### src/rtl/cache_pkg.sv
// rtl/cache_pkg.sv - shared parameters, types and state encoding for the cache refill controller
package cache_pkg;
    localparam int K_DEF        = 12;
    localparam int SET_BITS_DEF = 4;
    localparam int WORDS_DEF    = 4;
    localparam int DW_DEF       = 32;

    typedef logic [1:0]       way_t;
    typedef logic [K_DEF-1:0] tag_t;

    typedef enum logic [2:0] {
        S_IDLE,
        S_VICTIM,
        S_REQ,
        S_FILL,
        S_TAGWR,
        S_RESP
    } refill_state_t;
endpackage

### src/rtl/cache_refill_plru_tree.sv
// rtl/cache_refill_plru_tree.sv - per-set 3-bit tree pseudo-LRU state with victim lookup and update port
module plru_tree
    import cache_pkg::*;
#(
    parameter int SET_BITS = SET_BITS_DEF
) (
    input  logic                clk,
    input  logic                rst_n,
    input  logic [SET_BITS-1:0] rd_set,
    output way_t                victim,
    input  logic                upd_en,
    input  logic [SET_BITS-1:0] upd_set,
    input  way_t                upd_way
);
    localparam int SETS = 1 << SET_BITS;

    // bit 0 picks the pair, bit 1 picks within ways 0/1, bit 2 within ways 2/3
    logic [SETS-1:0][2:0] bits;
    logic [2:0]           cur;

    always_ff @(posedge clk or negedge rst_n) begin
        if (!rst_n) begin
            bits <= '0;
        end else if (upd_en) begin
            bits[upd_set][0] <= ~upd_way[1];
            if (!upd_way[1]) bits[upd_set][1] <= ~upd_way[0];
            else             bits[upd_set][2] <= ~upd_way[0];
        end
    end

    always_comb begin
        cur    = bits[rd_set];
        victim = cur[0] ? {1'b1, cur[2]} : {1'b0, cur[1]};
    end
endmodule

### src/rtl/cache_refill_ctrl.sv
// rtl/cache_refill_ctrl.sv - lookup acceptance, victim selection, line refill and tag install for a 4-way cache
module cache_refill_ctrl
    import cache_pkg::*;
#(
    parameter int K        = K_DEF,
    parameter int SET_BITS = SET_BITS_DEF,
    parameter int WORDS    = WORDS_DEF,
    parameter int DW       = DW_DEF
) (
    input  logic                       clk,
    input  logic                       rst_n,
    input  logic                       req_valid,
    output logic                       req_ready,
    input  logic [K-1:0]               req_tag,
    input  logic [SET_BITS-1:0]        req_set,
    input  logic                       hit,
    input  way_t                       hit_way,
    input  logic [3:0]                 inv,
    output logic                       mem_req,
    output logic [K+SET_BITS-1:0]      mem_addr,
    input  logic                       mem_gnt,
    input  logic                       mem_rvalid,
    input  logic [DW-1:0]              mem_rdata,
    output logic                       data_we,
    output way_t                       data_way,
    output logic [SET_BITS-1:0]        data_set,
    output logic [$clog2(WORDS)-1:0]   data_word,
    output logic [DW-1:0]              data_wdata,
    output logic                       tag_we,
    output way_t                       tag_way,
    output logic [SET_BITS-1:0]        tag_set,
    output logic [K-1:0]               tag_wdata,
    output logic                       inv_wdata,
    output logic                       done,
    output logic                       done_hit,
    output way_t                       done_way
);
    localparam int WB = $clog2(WORDS);

    refill_state_t       state, state_nxt;
    logic [K-1:0]        tag_q;
    logic [SET_BITS-1:0] set_q;
    logic                hit_q;
    way_t                way_q;
    logic [3:0]          inv_q;
    logic [WB-1:0]       cnt_q;

    way_t                plru_victim, victim;
    logic                accept, last_beat, upd_en;
    way_t                upd_way;
    logic [SET_BITS-1:0] upd_set;

    assign accept    = (state == S_IDLE) && req_valid;
    assign last_beat = (state == S_FILL) && mem_rvalid && (cnt_q == WB'(WORDS - 1));

    // A hit refreshes PLRU at accept; a miss only once the tag is installed.
    assign upd_en  = (accept && hit) || (state == S_TAGWR);
    assign upd_set = (state == S_TAGWR) ? set_q : req_set;
    assign upd_way = (state == S_TAGWR) ? way_q : hit_way;

    plru_tree #(.SET_BITS(SET_BITS)) u_plru (
        .clk     (clk),
        .rst_n   (rst_n),
        .rd_set  (set_q),
        .victim  (plru_victim),
        .upd_en  (upd_en),
        .upd_set (upd_set),
        .upd_way (upd_way)
    );

    // Lowest-index invalid way wins over the PLRU choice.
    always_comb begin
        victim = plru_victim;
        for (int w = 3; w >= 0; w--) begin
            if (inv_q[w]) victim = way_t'(w);
        end
    end

    always_ff @(posedge clk or negedge rst_n) begin
        if (!rst_n) state <= S_IDLE;
        else        state <= state_nxt;
    end

    always_comb begin
        state_nxt = state;
        case (state)
            S_IDLE:   if (req_valid) state_nxt = hit ? S_RESP : S_VICTIM;
            S_VICTIM: state_nxt = S_REQ;
            S_REQ:    if (mem_gnt) state_nxt = S_FILL;
            S_FILL:   if (last_beat) state_nxt = S_TAGWR;
            S_TAGWR:  state_nxt = S_RESP;
            S_RESP:   state_nxt = S_IDLE;
            default:  state_nxt = S_IDLE;
        endcase
    end

    always_ff @(posedge clk or negedge rst_n) begin
        if (!rst_n) begin
            tag_q <= '0;
            set_q <= '0;
            hit_q <= 1'b0;
            way_q <= '0;
            inv_q <= '0;
            cnt_q <= '0;
        end else begin
            if (accept) begin
                tag_q <= req_tag;
                set_q <= req_set;
                hit_q <= hit;
                way_q <= hit_way;
                inv_q <= inv;
            end
            if (state == S_VICTIM)            way_q <= victim;
            if ((state == S_REQ) && mem_gnt)  cnt_q <= '0;
            if ((state == S_FILL) && mem_rvalid) cnt_q <= cnt_q + 1'b1;
        end
    end

    assign req_ready  = rst_n && (state == S_IDLE);
    assign mem_req    = (state == S_REQ);
    assign mem_addr   = {tag_q, set_q};
    assign data_we    = (state == S_FILL) && mem_rvalid;
    assign data_way   = way_q;
    assign data_set   = set_q;
    assign data_word  = cnt_q;
    assign data_wdata = mem_rdata;
    assign tag_we     = (state == S_TAGWR);
    assign tag_way    = way_q;
    assign tag_set    = set_q;
    assign tag_wdata  = tag_q;
    assign inv_wdata  = 1'b0;
    assign done       = (state == S_RESP);
    assign done_hit   = hit_q;
    assign done_way   = way_q;
endmodule

### config.mk
export PLATFORM = sky130hd
export DESIGN_NAME = cache_refill_ctrl
export DESIGN_NICKNAME = d
export VERILOG_FILES = /design/src/rtl/cache_pkg.sv /design/src/rtl/cache_refill_plru_tree.sv /design/src/rtl/cache_refill_ctrl.sv
export SDC_FILE = /design/constraint.sdc
export NUM_CORES = 1
export LEC_CHECK = 0
export ABC_AREA = 1
export CAP_MARGIN = 20
export CORE_UTILIZATION = 35
export DETAILED_ROUTE_END_ITERATION = 8
export PLACE_DENSITY = 0.63
export SETUP_SLACK_MARGIN = 0.05
export SYNTH_ARGS = -nofsm -noshare
export SYNTH_HDL_FRONTEND = slang
export SYNTH_SLANG_ARGS = --single-unit
### constraint.sdc
create_clock -name clk -period 1.65 [get_ports clk]
set_clock_uncertainty 0.1 [all_clocks]
set_input_delay 0.33 -clock clk [delete_from_list [all_inputs] [get_ports clk]]
set_output_delay 0.33 -clock clk [all_outputs]
set_load 0.02 [all_outputs]
* After elaboration in Yosys (flattened, before gate mapping)
Index checks and enable logic that the tools add are counted. W data, S select, Z words.
Storage, ports and cells: memories 0, output and inout port bits 83, register bits after elaboration 76, bits in read-only memories 0, word-level logic and storage cells 78, latch bits 0, RAM bits 0
Cells by class: div/mod/pow operators 0, multiplexer cells 28, bitwise operators 2, shift-type cells 0, eq/ne operators 9, reduce and logical (&&, ||, !) cells 12, multipliers 0, order comparisons 3, add/subtract/negate cells 1
Operators by type and width (number):
- $bwmux W48 | 3
- $mux W48 | 1
- $demux W3 S4 | 3
- $mux W2 | 11
- $mux W3 | 6
- $pmux W3 S5 | 1
- $bmux W3 S4 | 1
- $lt A4 B5 Y1 const B | 2
- $logic_and A1 B1 Y1 | 7
- $eq A3 B2 Y1 const B | 2
- $eq A3 B3 Y1 const B | 2
- $ge A4 B1 Y1 const B | 1
- $mux W4 | 1
- $ne A2 B2 Y1 const B | 2
- $reduce_bool A2 Y1 | 2
- $eq A3 B1 Y1 const B | 1
- $logic_not A3 Y1 | 1
- $reduce_and A3 Y1 | 1
- $add A2 B1 Y2 const B | 1
- $eq A2 B2 Y1 const B | 1
- $ne A2 B1 Y1 const B | 1
- $not A1 Y1 | 2
- $logic_or A1 B1 Y1 | 1
- $mux W1 | 1

* Depth between registers and ports, before layout
Gate-level depths: netlist (run 1).
depth in word-level cells 9, gate-level depth with buffers 16, gate-level depth less buffers 14

* By module
A second synthesis (run 1) with hierarchy kept.
Second synthesis, totals: cell total of the unflattened synthesis 564, area, all modules 4239.1 sq um
By module, submodules not included:
- plru_tree | seq. area each 1201.2 sq um, area an instance 2486.1 sq um, cells each 335, instances 1
- cache_refill_ctrl | seq. area each 700.7 sq um, area an instance 1752.9 sq um, cells each 229, instances 1

* Least setup slack after synthesis (run 1)
OpenSTA, ideal clock, no wires.
kind reg-to-reg, start register set_q[0] (netlist: data_set[0]), end register way_q[0] (netlist: data_way[0]), buffers on the path 2, stages on the path, launching flop included 14, clock period less this slack 1847 ps, arrival 1624 ps, path slack -197 ps, library setup time 124 ps, cell sequence dfrtp_1 buf_4 clkbuf_1 nand2_1 nand3_1 nand3_1 nand2_1 nand2_1 nand3_1 nand3_1 nand2_1 nand2_1 nand2_1 a21oi_1
On the way: cells in the longest elaborated chain, start to end 8
RTL lines:
- start: declaration | line cache_refill_ctrl.sv:42 | logic [SET_BITS-1:0] set_q;
- start signal: assignment | line cache_refill_ctrl.sv:108 | set_q <= req_set;
- $bmux W3 S4 | line cache_refill_plru_tree.sv:32 | cur = bits[rd_set];
- $mux W3 (not written as such) | line cache_refill_plru_tree.sv:32
- $mux W2 | line cache_refill_plru_tree.sv:33 | victim = cur[0] ? {1'b1, cur[2]} : {1'b0, cur[1]};
- $mux W2 (4 in a row) | line cache_refill_ctrl.sv:75 | if (inv_q[w]) victim = way_t'(w);
- $mux W2 | line cache_refill_ctrl.sv:113 | if (state == S_VICTIM) way_q <= victim;
- end signal: assignment | line cache_refill_ctrl.sv:110 | way_q <= hit_way;
- end signal: assignment | line cache_refill_ctrl.sv:113
- end: declaration | line cache_refill_ctrl.sv:44 | way_t way_q;
Every way passes these cells. The select of a mux whose other input is x is not followed. A chain may end at the register's enable or synchronous reset.

* Worst setup path after layout (run 1)
start register state[1], end register u_plru.bits[8] (netlist name)
On the way: cells in the longest elaborated chain, start to end 8, elaborated cells on any way between the ends 20, classes of those cells 2 x order compare; 1 x eq/ne; 10 x mux; 2 x bitwise; 5 x reduce/logical
RTL lines:
- start: declaration | line cache_refill_ctrl.sv:40 | refill_state_t state, state_nxt;
- start signal: assignment | line cache_refill_ctrl.sv:81 | else state <= state_nxt;
- $eq A3 B3 Y1 | line cache_refill_ctrl.sv:57, cache_refill_ctrl.sv:58, cache_refill_ctrl.sv:59
- $mux W4 | line cache_refill_ctrl.sv:58 | assign upd_set = (state == S_TAGWR) ? set_q : req_set;
- $lt A4 B5 Y1 (not written as such) or $ge A4 B1 Y1 (tied branches) | line cache_refill_plru_tree.sv:27 | else bits[upd_set][2] <= ~upd_way[0];
- $logic_and A1 B1 Y1 (not written as such) | line cache_refill_plru_tree.sv:27
- $mux W3 (not written as such) | line cache_refill_plru_tree.sv:27
- $demux W3 S4
- $bwmux W48 | line cache_refill_plru_tree.sv:27
- $mux W48 | line cache_refill_plru_tree.sv:26 | if (!upd_way[1]) bits[upd_set][1] <= ~upd_way[0];
- end signal: indexed assignment | line cache_refill_plru_tree.sv:25 | bits[upd_set][0] <= ~upd_way[1];
- end signal: indexed assignment | line cache_refill_plru_tree.sv:26
- end signal: indexed assignment | line cache_refill_plru_tree.sv:27
- end: declaration | line cache_refill_plru_tree.sv:18 | logic [SETS-1:0][2:0] bits;
Several ways; a longest one is shown, not always the timed one.

==> reports/qor.yml, run 1 <==
outcome: "complete, but fails checks"
violations_in_the_final_reports: "setup timing"
total_leakage_power_nw: 3.076
first_global_vias: 3760
timing.critical_path.buf_inv: 3
grt-busiest-layer: "met2"
gr-usage-all-layers: 0.1818
slowest_stage: "sky130_fd_sc_hd__dfrtp_1"
wirelength_mm: 11.61
portBuffers: 77
timing.setup.critical_path_class: "reg -> reg"
worstHoldPathType: "in -> async"
final_max_slew_viol_count: 0
first_pass_iters: 4
power_per_cell_area_nw_per_um2: 1910
post_drt_via_cell_ratio: 4.690
postLayoutCoreUtil: 0.4802
syn_to_final_growth_pct: 33.53
share_comb_of_total_power: 0.556
ant_nets: 0
antenna_diode_count: 0
cp_cell_sequence: "nor2_4 -> nand2_8 -> o21ai_4 -> inv_2 -> nor2_4 -> inv_4 -> nor3_4 -> buf_4 -> a21oi_2 -> a31oi_1"
worst_setup_hold_path_clk_slew_ns: 0.06
total_switching_power_w: 0.005101
placementRows: 41
synth_cell_type_count: 34
via_count: 3930
power.switching_fraction: 0.4389
cp_max_fo: 8
start_util: 0.3596
startpoint_type: "register"
die_span_in_x_um: 116.1
crit_top_cell: "sky130_fd_sc_hd__nor2_4"
use_met3: 0.03477
drt_iter0_drc: 287
synth_ff_type: "sky130_fd_sc_hd__dfrtp_1"
cts_sinks: 76
post-synth-top-area-cell: "sky130_fd_sc_hd__dfrtp_1"
crit_path_max_incr_delay_ns: 0.42
maxCapViolations: 0
slew_headroom: 0.3568
grt_use_met2: 0.2968
maximum_number_of_pins_on_one_net_before_global_route_repair: 77
globalRoute.totalOverflow: 0
maximum_number_of_buffers_from_clock_root_to_sink: 2
clock_power_share: 0.165
worstPathRequired_ns: 1.81
unrepaired_setup_endpoints_after_global_routing: "true"
worstMarginPinSlew_ns: 0.9649
floorplan.io_pins: 143
detailedPlace.worstSlack_ns: -0.3687
syn-instance-count: 592
synth_area_um2: 4557
cts_root_buffer_type: "sky130_fd_sc_hd__clkbuf_16"
nNetsFinal: 722
synth_commonest_cells: "sky130_fd_sc_hd__nand2_1 (169), sky130_fd_sc_hd__dfrtp_1 (76), sky130_fd_sc_hd__inv_1 (68)"
tritoncts_clock_tree: "yes"
timing.final.hold_violations: 0
initial_antenna_violation_count: 0
routed_wire_length_per_instance_um: 13.85
synth.area.top_cells: "sky130_fd_sc_hd__dfrtp_1 (42%), sky130_fd_sc_hd__nand2_1 (14%), sky130_fd_sc_hd__buf_4 (9.6%)"
worstSkewPairLatency_ns: 0.35
ys_ff_latch: 76
core_footprint_um2: 12670
num-fill-cells: 1224
floorplan.die_area_um2: 13480
cts-hold-fix-buffers: 0
critical_path.top_delay_family: "simple AND/OR/NAND/NOR gates"
peakVddDrop_mv: 0.8005
max_freq_mhz: 502.6
number_of_synthesized_flops_with_an_enable_pin: 0
grt_pass1_wl_mm: 18.53
cts-htree-levels: 3
setup.worst_path.end_class: "register"
layout_setup_ws_ns: -0.3396
cts_inserted_buffers: 9
synth_seq_area_share: 0.4174
ys.warnings.count: 0
power.internal_w: 0.006520
postSynthNetCount: 653
fin_total_pwr_w: 0.01162
grt.met1_usage: 0.2351
yosys.cell_count.top_type: "sky130_fd_sc_hd__nand2_1"
drc_errors: 0
reg2reg_setup_slack_ns: -0.34
finalWeightedCongestion: 0.8614
fin_tns_setup_ns: -13.85
syn_avg_cell_area_um2: 7.697
die_y_um: 116.1
timing.final.crit_period_ns: 1.990
final-setup-viol-count: 72
synth-async-reset-ratio: 1.000
seq_power_share: 0.280
dpl.hpwl_mm: 7.674
final_layout_size_suffix_gt1_frac: 0.2898
post-synth-top-area-fraction: 0.4174
arr_time_crit_path_ns: 2.15
min_period_over_period: 1.206
==> cells in the final DEF (no fill, tap or decap), types with 2 or more instances in the layout <==
| cell type | count |
|---|---|
| sky130_fd_sc_hd__clkbuf_8 | 3 |
| sky130_fd_sc_hd__dfrtp_2 | 4 |
| sky130_fd_sc_hd__clkinv_2 | 3 |
| sky130_fd_sc_hd__nor3_4 | 13 |
| sky130_fd_sc_hd__o21ai_0 | 19 |
| sky130_fd_sc_hd__a21oi_1 | 19 |
| sky130_fd_sc_hd__nor3_1 | 2 |
| sky130_fd_sc_hd__a21oi_2 | 7 |
| sky130_fd_sc_hd__clkdlybuf4s15_1 | 3 |
| sky130_fd_sc_hd__dfrtp_1 | 72 |
| sky130_fd_sc_hd__inv_2 | 11 |
| sky130_fd_sc_hd__nand2_4 | 4 |
| sky130_fd_sc_hd__clkinvlp_4 | 2 |
| sky130_fd_sc_hd__nand3_1 | 25 |
| sky130_fd_sc_hd__o21ai_2 | 3 |
| sky130_fd_sc_hd__o21ai_4 | 5 |
| sky130_fd_sc_hd__nor2_1 | 25 |
| sky130_fd_sc_hd__nand2_2 | 20 |
| sky130_fd_sc_hd__clkbuf_16 | 11 |
| sky130_fd_sc_hd__nor2_4 | 7 |
| sky130_fd_sc_hd__inv_4 | 7 |
| sky130_fd_sc_hd__inv_1 | 62 |
| sky130_fd_sc_hd__nand3_2 | 8 |
| sky130_fd_sc_hd__dlygate4sd2_1 | 30 |
| sky130_fd_sc_hd__nor2_2 | 6 |
| sky130_fd_sc_hd__clkdlybuf4s50_1 | 26 |
| sky130_fd_sc_hd__buf_6 | 15 |
| sky130_fd_sc_hd__clkbuf_2 | 5 |
| sky130_fd_sc_hd__a31oi_1 | 13 |
| sky130_fd_sc_hd__buf_2 | 4 |
| sky130_fd_sc_hd__buf_4 | 39 |
| sky130_fd_sc_hd__nand2_1 | 157 |
| sky130_fd_sc_hd__buf_12 | 8 |
| sky130_fd_sc_hd__o21ai_1 | 13 |
==> flip-flops by register name (all words and copies together), names as in the netlist <==
signal,flops
data_set,4
data_way,2
data_word,2
done_hit,1
inv_q,4
state,3
tag_wdata,12
u_plru.bits,48
==> repair_timing <==
action,in CTS,in global routing
pin swaps,2,14
buffers inserted,7,13
resized for setup,124,68
gates cloned,1,2
setup endpoints to repair,116,91
==> cells by family (layout without fill, tap and decap cells) <==
kind of cell / after synthesis / after routing / share of synthesized area
and+or+nand+nor: 270 / 270 / 0.2806
buffers and inverters: 161 / 235 / 0.1864
AOI/OAI and AO/OA: 82 / 82 / 0.1098
DFF: 76 / 76 / 0.4174
adders and majority gates: 1 / 1 / 0.002745
other: 1 / 1 / 0.0008229
muxes: 1 / 1 / 0.002197
==> routing by layer <==
metal	share of wire	routed length (um)
met5	0	0
met4	0.028	320
met3	0.040	466
met2	0.48	5605
met1	0.45	5216
==> cell type report <==
class | count | area (um^2) | area share
sequential | 76 | 1907 | 0.3134
tap | 172 | 215.2 | 0.03537
multi-input combinational | 355 | 1996 | 0.3280
inverter | 84 | 349.1 | 0.05737
clock inverter | 4 | 22.52 | 0.003701
clock buffer | 12 | 266.5 | 0.04380
timing repair buffer | 135 | 1329 | 0.2184
==> power by group through the flow <==
stage,registers (W),logic [W],clock network [W]
2_1_floorplan,0.00340,0.00368,0
3_3_place_gp,0.00319,0.00573,0
3_5_place_dp,0.00321,0.00585,0
4_1_cts,0.00321,0.00587,0.00195
5_1_grt,0.00336,0.00704,0.00202
6_report,0.00325,0.00646,0.00191
==> worst paths after layout <==
check	to	start	depth (start not counted)
worst min register to register	u_plru.bits[28]	u_plru.bits[28]	2
worst min-delay path	tag_wdata[9]	rst_n	2
worst max-delay path	u_plru.bits[8]	state[1]	10
worst max register to register	u_plru.bits[8]	state[1]	10
min in group clk	u_plru.bits[28]	u_plru.bits[28]	2
max in group asynchronous	data_set[1]	rst_n	2
==> through the flow <==
step	cells	hold slack, ns	area (um^2)
2_1_floorplan	592	-0.06559	4591
3_3_place_gp	800	0.3651	5370
3_5_place_dp	800	0.3794	5370
4_1_cts	824	0.2181	5784
5_1_grt	838	0.2649	6085
6_report	838	0.1672	6085
Power figures use the tool's default switching activity.
==> inputs of run 2 (changes only) <==
ABC_CLOCK_PERIOD_IN_PS = 1650   (was unset)
CORE_ASPECT_RATIO = 1.75   (was unset)
HOLD_SLACK_MARGIN = 0.03   (was unset)
==> run 2 against run 1 <==
Net effect:
- the flow still finishes with violations (setup timing)
- flip-flop and latch count unchanged
- critical path type unchanged
- via count down 0.13%
- fmax up 1.3%
- global-route usage down 0.11 points
- utilization down 0.47 points
- routed wire length down 0.83%
==> reports/qor.yml, run 2 (synthesis results as in run 1) <==
timing.final.crit_period_ns: 1.964
maximum_number_of_buffers_from_clock_root_to_sink: 2
cts-hold-fix-buffers: 0
wirelength_mm: 11.51
cp_max_fo: 9
peakVddDrop_mv: 1.096
routed_wire_length_per_instance_um: 13.87
timing.setup.critical_path_class: "reg -> reg"
globalRoute.totalOverflow: 0
unrepaired_setup_endpoints_after_global_routing: "true"
placementRows: 54
maximum_number_of_pins_on_one_net_before_global_route_repair: 77
cts-htree-levels: 3
floorplan.die_area_um2: 13500
crit_top_cell: "sky130_fd_sc_hd__inv_2"
violations_in_the_final_reports: "setup timing"
most_common_cell_after_layout_fill_and_taps_aside: "sky130_fd_sc_hd__nand2_1"
setup.worst_path.end_class: "register"
syn_to_final_growth_pct: 31.14
first_global_vias: 3959
grt_pass1_wl_mm: 18.77
worstSkewPairLatency_ns: 0.34
largest-register: "u_plru.bits"
final-setup-viol-count: 69
total_leakage_power_nw: 3.042
dpl.hpwl_mm: 8.136
finalWeightedCongestion: 0.8479
layout.cells.most_common_list: "sky130_fd_sc_hd__nand2_1 (156), sky130_fd_sc_hd__dfrtp_1 (71), sky130_fd_sc_hd__inv_1 (65), sky130_fd_sc_hd__buf_4 (45), sky130_fd_sc_hd__dlygate4sd2_1 (28)"
worstPathRequired_ns: 1.82
dp.cells: 797
core_footprint_um2: 12570
min_period_over_period: 1.190
crit_path_max_incr_delay_ns: 0.44
post_drt_via_cell_ratio: 4.729
cts_inserted_buffers: 9
largest_register_ff_count: 48
final_max_slew_viol_count: 0
nNetsFinal: 718
die_y_um: 152.9
worstMarginPinSlew_ns: 0.9786
startpoint_type: "register"
via_count: 3925
drc_errors: 0
first_pass_iters: 4
arr_time_crit_path_ns: 2.14
cp_cell_sequence: "nor2_4 -> nand2_8 -> o21ai_4 -> inv_2 -> nor2_4 -> inv_2 -> nor3_4 -> nand2_2 -> inv_2 -> nor2_1 -> a21oi_2"
final_layout_size_suffix_gt1_frac: 0.2810
power_per_cell_area_nw_per_um2: 1931
cts_sinks: 76
start_util: 0.3626
ant_nets: 0
num-fill-cells: 1273
slew_headroom: 0.3476
drt_iter0_drc: 198
maxCapViolations: 0
die_span_in_x_um: 88.26
worstHoldPathType: "in -> async"
whs_ns: 0.1248
portBuffers: 77
antenna_diode_count: 0
slowest_stage: "sky130_fd_sc_hd__dfrtp_2"
finish.cell_count_without_fillers: 830
outcome: "complete, but fails checks"
cts_root_buffer_type: "sky130_fd_sc_hd__clkbuf_16"
timing.final.hold_violations: 0
gr-usage-all-layers: 0.1808
layout_setup_ws_ns: -0.3143
worst_setup_hold_path_clk_slew_ns: 0.06
max_freq_mhz: 509.1
floorplan.io_pins: 143
tritoncts_clock_tree: "yes"
initial_antenna_violation_count: 0
==> run 2: cell types whose count changed in the layout (fill, tap and decap cells not counted), sizes merged <==
cell,change
dlygate4sd2,-2
clkdlybuf4s15,+4
clkbuf,-8
inv,+2
clkinv,-3
bufinv,+3
==> run 2: per-layer routing <==
layer / track usage / vias up / part of all wire
li1: - / 1916 / -
met1: 0.1820 / 1862 / 0.36
met2: 0.3315 / 106 / 0.56
met3: 0.03942 / 41 / 0.046
met5: 0 / - / 0
met4: 0.09831 / 0 / 0.040
==> run 2: layout make-up <==
type,count,area (um^2),area share
sequential,76,1908,0.3193
tap,168,210.2,0.03518
inverter,84,334.1,0.05590
clock buffer,10,229.0,0.03832
multi-input combinational,355,1969,0.3296
timing repair buffer,131,1214,0.2031
clock inverter,6,111.4,0.01863
==> run 2: worst max-delay path, delay by kind of cell, from the launching register on <==
kind / cells / cell delay (ns)
flops: 1 / 0.44
buf+inv: 3 / 0.26
compound gates: 2 / 0.30
simple gates: 6 / 0.80
==> run 2: where the power goes <==
part	switching, W	internal [W]	total [W]
logic	0.00365	0.00243	0.00608
clock network	0.000788	0.00148	0.00227
registers	0.000521	0.00267	0.00319
total	0.00496	0.00658	0.0115
==> run 2: final timing paths <==
kind                       startpoint              end  slack (ns)  cells after the start
min in group clk             inv_q[0]         inv_q[0]        0.38                      2
setup reg to reg             state[1]  u_plru.bits[20]       -0.31                     11
setup / recovery             state[1]  u_plru.bits[20]       -0.31                     11
hold / removal                  rst_n     data_word[1]        0.12                      2
max in group asynchronous       rst_n      data_set[2]        0.63                      2
hold reg to reg              inv_q[0]         inv_q[0]        0.38                      2
==> run 2: stage by stage <==
stage | utilization | setup WS (ns) | total power [W] | setup TNS [ns] | instance area (um^2)
final | 0.4755 | -0.3143 | 0.01154 | -14.26 | 5976
after global routing | 0.4755 | -0.4845 | 0.01233 | -21.44 | 5976
after CTS | 0.4639 | -0.2860 | 0.01136 | -13.07 | 5829
after detailed placement | 0.4265 | -0.3683 | 0.009039 | -18.98 | 5360
after global placement | 0.4265 | -0.3584 | 0.008905 | -17.46 | 5360
after floorplan | - | -0.1306 | 0.007088 | -3.017 | 4591
==> run 2: repair_timing <==
item,in CTS,in global routing
gates cloned,1,0
pin swaps,3,10
resized for setup,132,37
endpoints found under the setup margin,114,81
buffers inserted,6,10
==> inputs of run 3 (changes only) <==
ABC_CLOCK_PERIOD_IN_PS = 2550   (was 1650)
PLACE_DENSITY = 0.61   (was 0.63)
clock period = 2.55 ns   (was 1.65 ns; I/O delays follow)
==> run 3 against run 2 <==
Net effect:
- the run now ends clean
- power down 41%
- sequential power down 34%
- worst setup slack better by 0.51 ns
- die area unchanged
- global-route usage down 0.46 points
- hold slack better by 0.021 ns
- clock-buffer cell count up 1
==> reports/qor.yml, run 3 (synthesis results as in run 1) <==
worstMarginPinSlew_ns: 0.5305
most_common_cell_after_layout_fill_and_taps_aside: "sky130_fd_sc_hd__nand2_1"
total_leakage_power_nw: 2.671
regToRegStartpoint: "state[0]"
cts_root_buffer_type: "sky130_fd_sc_hd__clkbuf_16"
maximum_number_of_buffers_from_clock_root_to_sink: 2
start_util: 0.3626
timing.final.hold_violations: 0
grt_use_met2: 0.3168
wirelength_mm: 10.98
layout.cells.most_common_list: "sky130_fd_sc_hd__nand2_1 (169), sky130_fd_sc_hd__dfrtp_1 (76), sky130_fd_sc_hd__clkdlybuf4s50_1 (73), sky130_fd_sc_hd__inv_1 (68), sky130_fd_sc_hd__nand3_1 (33)"
power.switching_fraction: 0.4299
die_span_in_x_um: 88.26
via_count: 3662
min_period_over_period: 0.9244
worstHoldPathType: "in -> async"
share_comb_of_total_power: 0.494
post_drt_via_cell_ratio: 4.653
cts_sinks: 76
syn_to_final_growth_pct: 18.78
routed_wire_length_per_instance_um: 13.95
total_switching_power_w: 0.002952
antenna_diode_count: 0
tritoncts_clock_tree: "yes"
worst_setup_hold_path_clk_slew_ns: 0.06
cp_max_fo: 6
final_max_slew_viol_count: 0
outcome: "completed"
grt-busiest-layer: "met2"
cts-htree-levels: 3
globalRoute.totalOverflow: 0
fin_tns_setup_ns: 0
drc_errors: 0
portBuffers: 77
setup.worst_path.end_class: "primary output"
seq_power_share: 0.307
whs_ns: 0.1461
worstPathRequired_ns: 1.94
gr-usage-all-layers: 0.1762
slowest_stage: "sky130_fd_sc_hd__clkdlybuf4s50_1"
finish.cell_count_without_fillers: 787
maximum_number_of_pins_on_one_net_before_global_route_repair: 42
power_per_cell_area_nw_per_um2: 1269
use_met3: 0.02808
maxCapViolations: 0
num-fill-cells: 1338
floorplan.io_pins: 143
startpoint_type: "register"
drt_iter0_drc: 215
core_footprint_um2: 12570
max_freq_mhz: 424.2
ant_nets: 0
timing.critical_path.buf_inv: 2
cts-hold-fix-buffers: 0
die_y_um: 152.9
first_pass_iters: 4
dp.cells: 771
design_area_final_um2: 5413
cell_area_placed_um2: 5091
final-setup-viol-count: 0
initial_antenna_violation_count: 0
power.internal_w: 0.003915
critical_path.top_delay_family: "buffers and inverters"
first_global_vias: 3647
cts_inserted_buffers: 9
arr_time_crit_path_ns: 1.75
grt_pass1_wl_mm: 18.06
finalWeightedCongestion: 0.8233
slew_headroom: 0.6464
clock_power_share: 0.199
unrepaired_setup_endpoints_after_global_routing: "false"
nNetsFinal: 675
floorplan.die_area_um2: 13500
worstSkewPairLatency_ns: 0.34
dpl.hpwl_mm: 8.256
largest-register: "u_plru.bits"
largest_register_ff_count: 48
timing.final.crit_period_ns: 2.357
cp_cell_sequence: "inv_2 -> nor3_1 -> clkdlybuf4s50_1"
crit_path_max_incr_delay_ns: 0.65
grt.met1_usage: 0.1852
placementRows: 54
timing.setup.critical_path_class: "reg -> out"
post_cts_buffers: 0
peakVddDrop_mv: 0.6700
critical_path.startpoint: "state[2]"
final_layout_size_suffix_gt1_frac: 0.1309
run 3: changes by cell type in the layout (fill, tap and decap cells not counted), sizes merged:
cell           before  now
bufbuf              1    0
buf                67   12
clkdlybuf4s50      26   73
clkinvlp            2    1
bufinv              3    2
clkdlybuf4s15       8    0
clkinv              1    2
dlymetal6s2s        0    2
dlygate4sd2        28    1
run 3: path summary, 6_finish.rpt:
path / endpoint / slack (ns) / depth (start not counted)
min in group clk: inv_q[0] / 0.38 / 2
worst min-delay path: tag_wdata[9] / 0.15 / 2
worst max register to register: u_plru.bits[31] / 0.44 / 6
worst max-delay path: done / 0.19 / 3
max in group asynchronous: data_set[2] / 1.28 / 3
worst min register to register: inv_q[0] / 0.38 / 2
run 3: what timing repair did:
| action | in CTS | in global routing |
|---|---|---|
| endpoints found under the setup margin | 1 | 2 |
| endpoints found under the hold margin | 0 | 0 |
| gates resized for setup | 1 | 2 |
| pin swaps | 0 | 0 |
run 3: per-layer routing:
layer / vias up / routed length (um)
li1: 1824 / -
met1: 1674 / 3945
met2: 134 / 5918
met3: 30 / 622
met4: 0 / 489
met5: - / 0
run 3: cell type report:
class	count	area (um^2)	area share
timing repair buffer	88	854.6	0.1579
clock buffer	11	232.7	0.04300
multi-input combinational	355	1805	0.3336
tap	168	210.2	0.03884
sequential	76	1902	0.3514
inverter	84	322.8	0.05964
clock inverter	5	85.08	0.01572
run 3: per-stage QoR:
step           worst slack, ns    util  power [W]
2_1_floorplan           0.7029       -   0.004534
3_3_place_gp            0.1093  0.4051   0.005472
3_5_place_dp            0.1064  0.4051   0.005547
4_1_cts                0.07315  0.4303   0.006937
5_1_grt                0.08294  0.4307   0.007369
6_report                0.1928  0.4307   0.006867
run 3: power groups by stage:
stage / clock network (W) / logic, W / registers, W
global placement: 0 / 0.00337 / 0.00210
floorplan: 0 / 0.00234 / 0.00220
CTS: 0.00139 / 0.00343 / 0.00212
finish: 0.00137 / 0.00339 / 0.00211
detailed placement: 0 / 0.00342 / 0.00213
global route: 0.00145 / 0.00373 / 0.00219
